`src/rtl/mem_byte_arb.sv`:
```
// ============================================================================
// Module   : mem_byte_arb
// Brief    : Two-port arbiter/sequencer for a byte-masked 256x32 sync memory.
//            Define MEM_BYTE_ARB_RR_EN for round-robin; default is fixed
//            priority with port 0 winning.
// Revision : 1.0  initial release
// ============================================================================
`default_nettype none

module mem_byte_arb #(
  parameter int DATAWIDTH = 32,
  parameter int ADDRESS   = 8
) (
  input  logic                 clk,
  input  logic                 rst_n,
  input  logic [1:0]           req_valid,
  output logic [1:0]           req_ready,
  input  logic [1:0]           req_wr,
  input  logic [3:0]           req_mask0,
  input  logic [3:0]           req_mask1,
  input  logic [ADDRESS-1:0]   req_addr0,
  input  logic [ADDRESS-1:0]   req_addr1,
  input  logic [DATAWIDTH-1:0] req_wdata0,
  input  logic [DATAWIDTH-1:0] req_wdata1,
  output logic [1:0]           rsp_valid,
  input  logic [1:0]           rsp_ready,
  output logic [DATAWIDTH-1:0] rsp_rdata,
  output logic                 mem_en,
  output logic                 mem_wr,
  output logic [3:0]           mem_wr_mask,
  output logic [ADDRESS-1:0]   mem_addr,
  output logic [DATAWIDTH-1:0] mem_wr_data,
  input  logic [DATAWIDTH-1:0] mem_r_data
);

  typedef enum logic [1:0] {
    IDLE    = 2'd0,
    RD_WAIT = 2'd1,
    RESP    = 2'd2
  } state_t;

  state_t               r_state;
  logic                 r_owner;
  logic [DATAWIDTH-1:0] r_rdata;

  logic                 w_take;
  logic                 w_out_en;
  logic                 w_gnt;
  logic                 w_sel_wr;

`ifdef MEM_BYTE_ARB_RR_EN
  logic                 r_last;

  always_comb begin
    if (req_valid == 2'b11) w_gnt = ~r_last;
    else                    w_gnt = req_valid[1];
  end
`else
  assign w_gnt = ~req_valid[0];
`endif

  assign w_take   = (r_state == IDLE) && (|req_valid);
  // Outputs are forced quiet while reset is held, even though IDLE is active.
  assign w_out_en = w_take && rst_n;
  assign w_sel_wr = w_gnt ? req_wr[1] : req_wr[0];

  always_comb begin
    req_ready   = 2'b00;
    mem_en      = 1'b0;
    mem_wr      = 1'b0;
    mem_wr_mask = 4'b0000;
    mem_addr    = '0;
    mem_wr_data = '0;
    if (w_out_en) begin
      req_ready   = w_gnt ? 2'b10 : 2'b01;
      mem_en      = 1'b1;
      mem_wr      = w_sel_wr;
      mem_wr_mask = w_sel_wr ? (w_gnt ? req_mask1 : req_mask0) : 4'b0000;
      mem_addr    = w_gnt ? req_addr1 : req_addr0;
      mem_wr_data = w_gnt ? req_wdata1 : req_wdata0;
    end
  end

  assign rsp_valid = (r_state == RESP) ? (r_owner ? 2'b10 : 2'b01) : 2'b00;
  assign rsp_rdata = (r_state == RESP) ? r_rdata : '0;

  always_ff @(posedge clk or negedge rst_n) begin
    if (!rst_n) begin
      r_state <= IDLE;
      r_owner <= 1'b0;
      r_rdata <= '0;
`ifdef MEM_BYTE_ARB_RR_EN
      r_last  <= 1'b1;
`endif
    end else begin
      case (r_state)
        IDLE: begin
          if (w_take) begin
`ifdef MEM_BYTE_ARB_RR_EN
            r_last <= w_gnt;
`endif
            if (!w_sel_wr) begin
              r_owner <= w_gnt;
              r_state <= RD_WAIT;
            end
          end
        end
        RD_WAIT: begin
          r_rdata <= mem_r_data;
          r_state <= RESP;
        end
        RESP: begin
          if (rsp_ready[r_owner]) r_state <= IDLE;
        end
        default: r_state <= IDLE;
      endcase
    end
  end

endmodule

`default_nettype wire

```
`config.mk`:
```
export PLATFORM = sky130hd
export DESIGN_NAME = mem_byte_arb
export DESIGN_NICKNAME = d
export VERILOG_FILES = /design/src/rtl/mem_byte_arb.sv
export SDC_FILE = /design/constraint.sdc
export NUM_CORES = 1
export LEC_CHECK = 0
export CAP_MARGIN = 20
export CORE_ASPECT_RATIO = 0.5
export CORE_UTILIZATION = 35
export DETAILED_ROUTE_END_ITERATION = 12
export PLACE_DENSITY = 0.94
export SYNTH_ARGS = -nofsm -noshare
export SYNTH_HDL_FRONTEND = slang
export SYNTH_SLANG_ARGS = --single-unit
```
`constraint.sdc`:
```
create_clock -name clk -period 3.6 [get_ports clk]
set_clock_uncertainty 0.2 [all_clocks]
set_input_delay 0.54 -clock clk [delete_from_list [all_inputs] [get_ports clk]]
set_output_delay 0.54 -clock clk [all_outputs]
set_load 0.05 [all_outputs]
```
==> out/metrics.cfg, run 1 <==
[grt]
track_usage_pct = 25.0
grt_pass1_vias = 2675
met1_usage_pct = 28.4
gr-total-overflow = 0
antenna_found_initial = 0
grt_pass1_wl_mm = 14.2
gr-usage-met2_pct = 48.2
grt_max_degree = 73
use_met3_pct = 4.38
busiest_layer = met2

[worst_setup_path]
r2r_end = r_rdata[18]$_DFFE_PN0N_
cp.arrival_ns = 2.48
start_kind = flip-flop
cp_slowest_cell = clkdlybuf4s50_1
end_kind = primary output
crit_start = r_state[1]$_DFFE_PN0P_
slowest_delay_ns = 0.83
reg2reg_depth = 3
worstPathCellList = nor2b_2, buf_4, and2_1, clkdlybuf4s50_1
cp_max_fo = 26
rrSetupSlack_ns = 1.55
crit_end = rsp_rdata[9]
worstPathRequired_ns = 2.86
path_class = reg -> out
reg2reg_from = r_state[0]$_DFFE_PN0P_

[worst_hold_path]
holdCritPathClass = reg -> reg

[power_and_ir_drop]
p_seq_share_pct = 24.6
p_int_mw = 1.62
clkPwrFrac_pct = 15.8
ir_drop_mv = 0.417
power_mw = 2.77
power_frac_comb_pct = 59.6
p_sw_share_pct = 41.4
switchingPower_mw = 1.15
pwr_density_cell_mw_per_mm2 = 525
power.leakage_nw = 2.02

[clock_tree]
cts_num_sinks = 35
htreeDepth = 2
cts_max_path_buffers = 2
cts_tree = yes
path_clk_slew_ns = 0.05
cts_buffers = 5
hold_buffers = 0
clk_latency_ns = 0.27
cts_setup_buffers = 0
root_buffer = clkbuf_16
cts-resized-gates = 0

[synthesis]
synth_area_leaders = dfrtp_1 35%, mux2_2 14%, nand3b_1 13%
yosys.area_share.simple_pct = 31.1
yosys_warnings = 0
synth.distinct_cells = 27
synth_xor_area_share_pct = 0
synthCells = 278
synth_fa_ha_area_share_pct = 0
yosysTopAreaCell = dfrtp_1
synth_mux_area_share_pct = 15.1
syn_area_mm2 = 0.00252
synth_compound_area_share_pct = 13.4
ys_seq_elements = 35
synth_fp_nets = 406
synth_top_family_by_area = simple AND/OR/NAND/NOR gates
avgSynthCellArea_um2 = 9.06
ys_seq_area_share_pct = 34.8
synth_top_area_share_pct = 34.8

[detailed_routing]
avgRoutedWirePerCell_um = 17.3
wl_mm = 9.79
drt_iter0_drc = 155
viasPerCell = 4.95
drc = 0
via_count = 2799
drt-pass1-iter-count = 4
drtAntennaViolNets = 0

[floorplanning]
die-area_mm2 = 0.00756
start_util_pct = 36.9
io-pin-count = 210
core-area_mm2 = 0.00683
die_w_um = 122
die_y_um = 62
num_rows = 21

[sta]
hold_viol = 0
relSlewSlack_pct = 32.2
final.period_utilization_pct = 89.6
fin_crit_ns = 3.22
fmax_mhz = 310
finalMaxSlewViolations = 0
setup_viol = 0
rsz0062_at_grt = no
worst_pin_slew_ns = 1.02
setup_tns_ns = 0

[layout]
antenna-diode-count = 0
syn_to_final_growth_pct = 109
final_cell_mix = 160 x clkdlybuf4s50_1, 49 x buf_12, 44 x nand3b_1, 40 x nand2_1, 35 x dfrtp_1
final_common_cell = clkdlybuf4s50_1
finalNetCount = 600
drive_gt1_share_pct = 24.5

[placement]
place_hpwl_mm = 7.24
gp_congestion = 0.862
io_buffers = 209

[job]
drv_cap = 0

[status]
outcome = completed

[cell families after synthesis]
kind of cell / count (synthesis)
AO/OA/AOI/OAI: 48
buffers and inverters: 28
flip-flops: 35
multiplexers: 34
AND/OR/NAND/NOR: 133
[Yosys cell counts (all sizes together)]
cell type / n
a211oi: 5
a21o: 1
a21oi: 40
a2bb2oi: 1
and2: 33
buf: 13
clkbuf: 14
dfrtp: 35
inv: 1
mux2: 32
mux2i: 2
nand2: 40
nand2b: 1
nand3: 4
nand3b: 44
nor2: 3
nor2b: 3
nor3: 1
nor3b: 1
nor4b: 1
o31ai: 1
or3b: 2
[routing by layer]
| metal | wire [µm] | up-vias |
|---|---|---|
| li1 | - | 1342 |
| met1 | 3840 | 1338 |
| met2 | 5210 | 91 |
| met3 | 460 | 28 |
| met4 | 275 | 0 |
| met5 | 0 | - |
[how the worst min path moves through the flow]
stage / from / end / slack (ns) / depth (start not counted)
2_1_floorplan: rst_n / r_owner$_DFFE_PN0P_ / 0.04 / 0
3_3_place_gp: r_rdata[9]$_DFFE_PN0N_ / r_rdata[9]$_DFFE_PN0N_ / 0.28 / 1
3_5_place_dp: r_rdata[5]$_DFFE_PN0N_ / r_rdata[5]$_DFFE_PN0N_ / 0.29 / 1
4_1_cts: r_rdata[5]$_DFFE_PN0N_ / r_rdata[5]$_DFFE_PN0N_ / 0.30 / 1
5_1_grt: r_rdata[8]$_DFFE_PN0N_ / r_rdata[8]$_DFFE_PN0N_ / 0.31 / 1
6_report: r_rdata[5]$_DFFE_PN0N_ / r_rdata[5]$_DFFE_PN0N_ / 0.29 / 1
[power by group through the flow]
stage | logic [mW] | clock network [mW] | registers (mW)
2_1_floorplan | 1.02 | 0 | 0.650
3_5_place_dp | 1.65 | 0 | 0.687
6_report | 1.65 | 0.439 | 0.682
5_1_grt | 1.72 | 0.466 | 0.712
4_1_cts | 1.66 | 0.447 | 0.683
3_3_place_gp | 1.62 | 0 | 0.667
[sequential cells by signal, summed over array words and instances, names as in the netlist]
register  flops
r_rdata      32
r_state       2
r_owner       1
[final cells by class]
type | count | area, µm²
timing repair buffer | 214 | 2620
multi-input combinational | 215 | 1510
tap | 92 | 115
inverter | 1 | 3.75
clock buffer | 8 | 156
fill | 453 | 1560
sequential | 35 | 876
[critical path, delay by kind of cell (launching register included)]
kind	cells	cell delay [ns]
buffers and inverters	2	1.14
DFF	1	0.48
and+or+nand+nor	2	0.58
[per-stage QoR]
step	instances	util [%]	instance area [µm²]	hold slack, ns	setup WS (ns)
2_1_floorplan	278	-	2520	0.0444	0.605
3_3_place_gp	557	74.9	5120	0.280	0.527
3_5_place_dp	557	74.9	5120	0.287	0.432
4_1_cts	565	77.2	5280	0.299	0.356
5_1_grt	565	77.2	5280	0.313	0.280
6_report	565	77.2	5280	0.294	0.376
Power figures use the tool's default switching activity.
==> run 2, diff against run 1 <==
GPL_TIMING_DRIVEN = 0   (was default)
==> run 2 against run 1 <==
Compared with the run above: cell area shrank 6.8%; hold slack got worse by 0.28 ns; flip-flop and latch count stayed put; sequential power fell by 1%; die area unchanged; global-route usage fell by 1.2 points; non-clock buffer count up 21; maximum frequency down 7.3%; worst setup slack lost 0.25 ns; routed wire length down 3.5%; via count increased by 2.5%; critical endpoint is now mem_wr_data[28]; largest cell class unchanged.
==> out/metrics.cfg, run 2 (same netlist as run 1, synthesis figures left out) <==
[grt]
grt_pass1_wl_mm = 13.8
antenna_found_initial = 0
grt_pass1_vias = 2708
track_usage_pct = 23.7
grt_max_degree = 37
gr-total-overflow = 0

[power_and_ir_drop]
p_sw_share_pct = 42.9
clkPwrFrac_pct = 15.4
pwr_density_cell_mw_per_mm2 = 530
ir_drop_mv = 0.418
power.leakage_nw = 2.24
p_seq_share_pct = 25.9
p_int_mw = 1.49
power_frac_comb_pct = 58.7
switchingPower_mw = 1.12

[clock_tree]
cts_num_sinks = 35
path_clk_slew_ns = 0.05
cts_max_path_buffers = 2
root_buffer = clkbuf_16
cts_buffers = 5
clk_latency_ns = 0.27
htreeDepth = 2
cts_tree = yes

[detailed_routing]
wl_mm = 9.45
drtAntennaViolNets = 0
drt_iter0_drc = 120
drc = 0
drt-pass1-iter-count = 4
via_count = 2870
avgRoutedWirePerCell_um = 16.1
viasPerCell = 4.90

[floorplanning]
core-area_mm2 = 0.00683
die-area_mm2 = 0.00756
start_util_pct = 36.9
die_y_um = 62
die_w_um = 122
num_rows = 21
io-pin-count = 210

[sta]
worst_pin_slew_ns = 0.546
fmax_mhz = 288
hold_viol = 0
final.period_utilization_pct = 96.6
setup_viol = 0
setup_tns_ns = 0
fin_crit_ns = 3.48
relSlewSlack_pct = 63.5
finalMaxSlewViolations = 0

[worst_setup_path]
worstPathRequired_ns = 2.86
start_kind = input pin
r2r_end = r_rdata[13]$_DFFE_PN0N_
reg2reg_depth = 4
cp.arrival_ns = 2.74
end_kind = primary output
reg2reg_from = r_state[0]$_DFFE_PN0P_
rrSetupSlack_ns = 1.86
path_class = in -> out
cp_max_fo = 10

[layout]
syn_to_final_growth_pct = 95.1
final_common_cell = clkdlybuf4s50_1
antenna-diode-count = 0
finalNonFillerCells = 586
largest_register = r_rdata
top_regs = r_rdata (32), r_state (2), r_owner (1)
finalNetCount = 621
drive_gt1_share_pct = 14.4
final_cell_mix = 181 x clkdlybuf4s50_1, 44 x nand3b_1, 40 x nand2_1, 35 x dfrtp_1, 33 x and2_1
largest_reg_flops = 32

[placement]
gp_congestion = 0.825
dpl.cell_count = 578
place_hpwl_mm = 7.26
io_buffers = 208

[worst_hold_path]
holdCritPathClass = in -> async

[status]
outcome = completed

[job]
drv_cap = 0

-- run 2: cell types whose count changed in the layout (fill, tap and decap cells not counted), sizes merged --
cell	change
buf	-40
clkbuf	+13
clkdlybuf4s50	+21
clkinv	+1
dlygate4sd2	+1
dlymetal6s2s	+25
-- run 2: layout make-up --
cell class / count / area (µm²)
well taps: 92 / 115
multi-input cells: 215 / 1500
inverters: 1 / 3.75
fillers: 525 / 1920
flip-flops and latches: 35 / 876
clock buffers: 7 / 133
repair buffers: 208 / 2140
plain buffers: 27 / 141
clock inverters: 1 / 5.00
-- run 2: metrics by stage --
step / hold slack (ns) / total power [mW] / setup WS [ns] / cell area, µm² / utilization [%]
2_1_floorplan: 0.0444 / 1.67 / 0.605 / 2520 / -
5_1_grt: 0.0526 / 2.74 / -0.00234 / 4920 / 72.0
3_3_place_gp: 0.279 / 2.17 / -1.14 / 4720 / 69.0
6_report: 0.0155 / 2.61 / 0.122 / 4920 / 72.0
4_1_cts: 0.0291 / 2.63 / 0.00936 / 4850 / 71.0
3_5_place_dp: 0.287 / 2.21 / -0.152 / 4710 / 69.0
-- run 2: metal layers --
metal	up-vias	track usage, %	share of wire [%]
met4	0	8.11	2.0
met1	1380	28.1	40
li1	1387	-	-
met3	19	2.74	3.9
met5	-	0	0
met2	84	46.3	54
-- run 2: worst max path at each step --
stage | start | endpoint | slack (ns) | depth (start not counted)
floorplan | rst_n | mem_wr_mask[0] | 0.61 | 3
global placement | rst_n | mem_addr[0] | -1.14 | 5
detailed placement | rst_n | mem_wr_data[30] | -0.15 | 5
CTS | req_valid[0] | mem_wr_data[30] | 0.009 | 6
global route | req_valid[0] | mem_wr_data[28] | -0.002 | 6
finish | req_valid[0] | mem_wr_data[28] | 0.12 | 6
-- run 2: worst max-delay path, cell delays in order --
cell	delay, ns
clkdlybuf4s50_1	0.53
buf_2	0.23
clkbuf_1	0.38
nand2_1	0.10
a21oi_1	0.13
clkdlybuf4s50_1	0.82
-- run 2: power groups by stage --
stage,Clock (mW),Sequential [mW],Combinational (mW)
6_report,0.402,0.674,1.53
5_1_grt,0.430,0.700,1.61
4_1_cts,0.411,0.674,1.54
3_5_place_dp,0,0.677,1.53
3_3_place_gp,0,0.664,1.51
2_1_floorplan,0,0.650,1.02
-- run 2: repair_timing --
item | 4_1_cts | 5_1_grt
hold buffers | 0 | 0
gates resized for setup | 2 | 29
pin swaps | 0 | 0
buffers inserted | 0 | 0
setup endpoints to repair | 46 | 36
==> run 3, diff against run 2 <==
CTS_CLUSTER_DIAMETER = 40   (was default)
==> results of run 3 <==
Same layout as run 2: the final DEF is identical, and so are final timing and power.
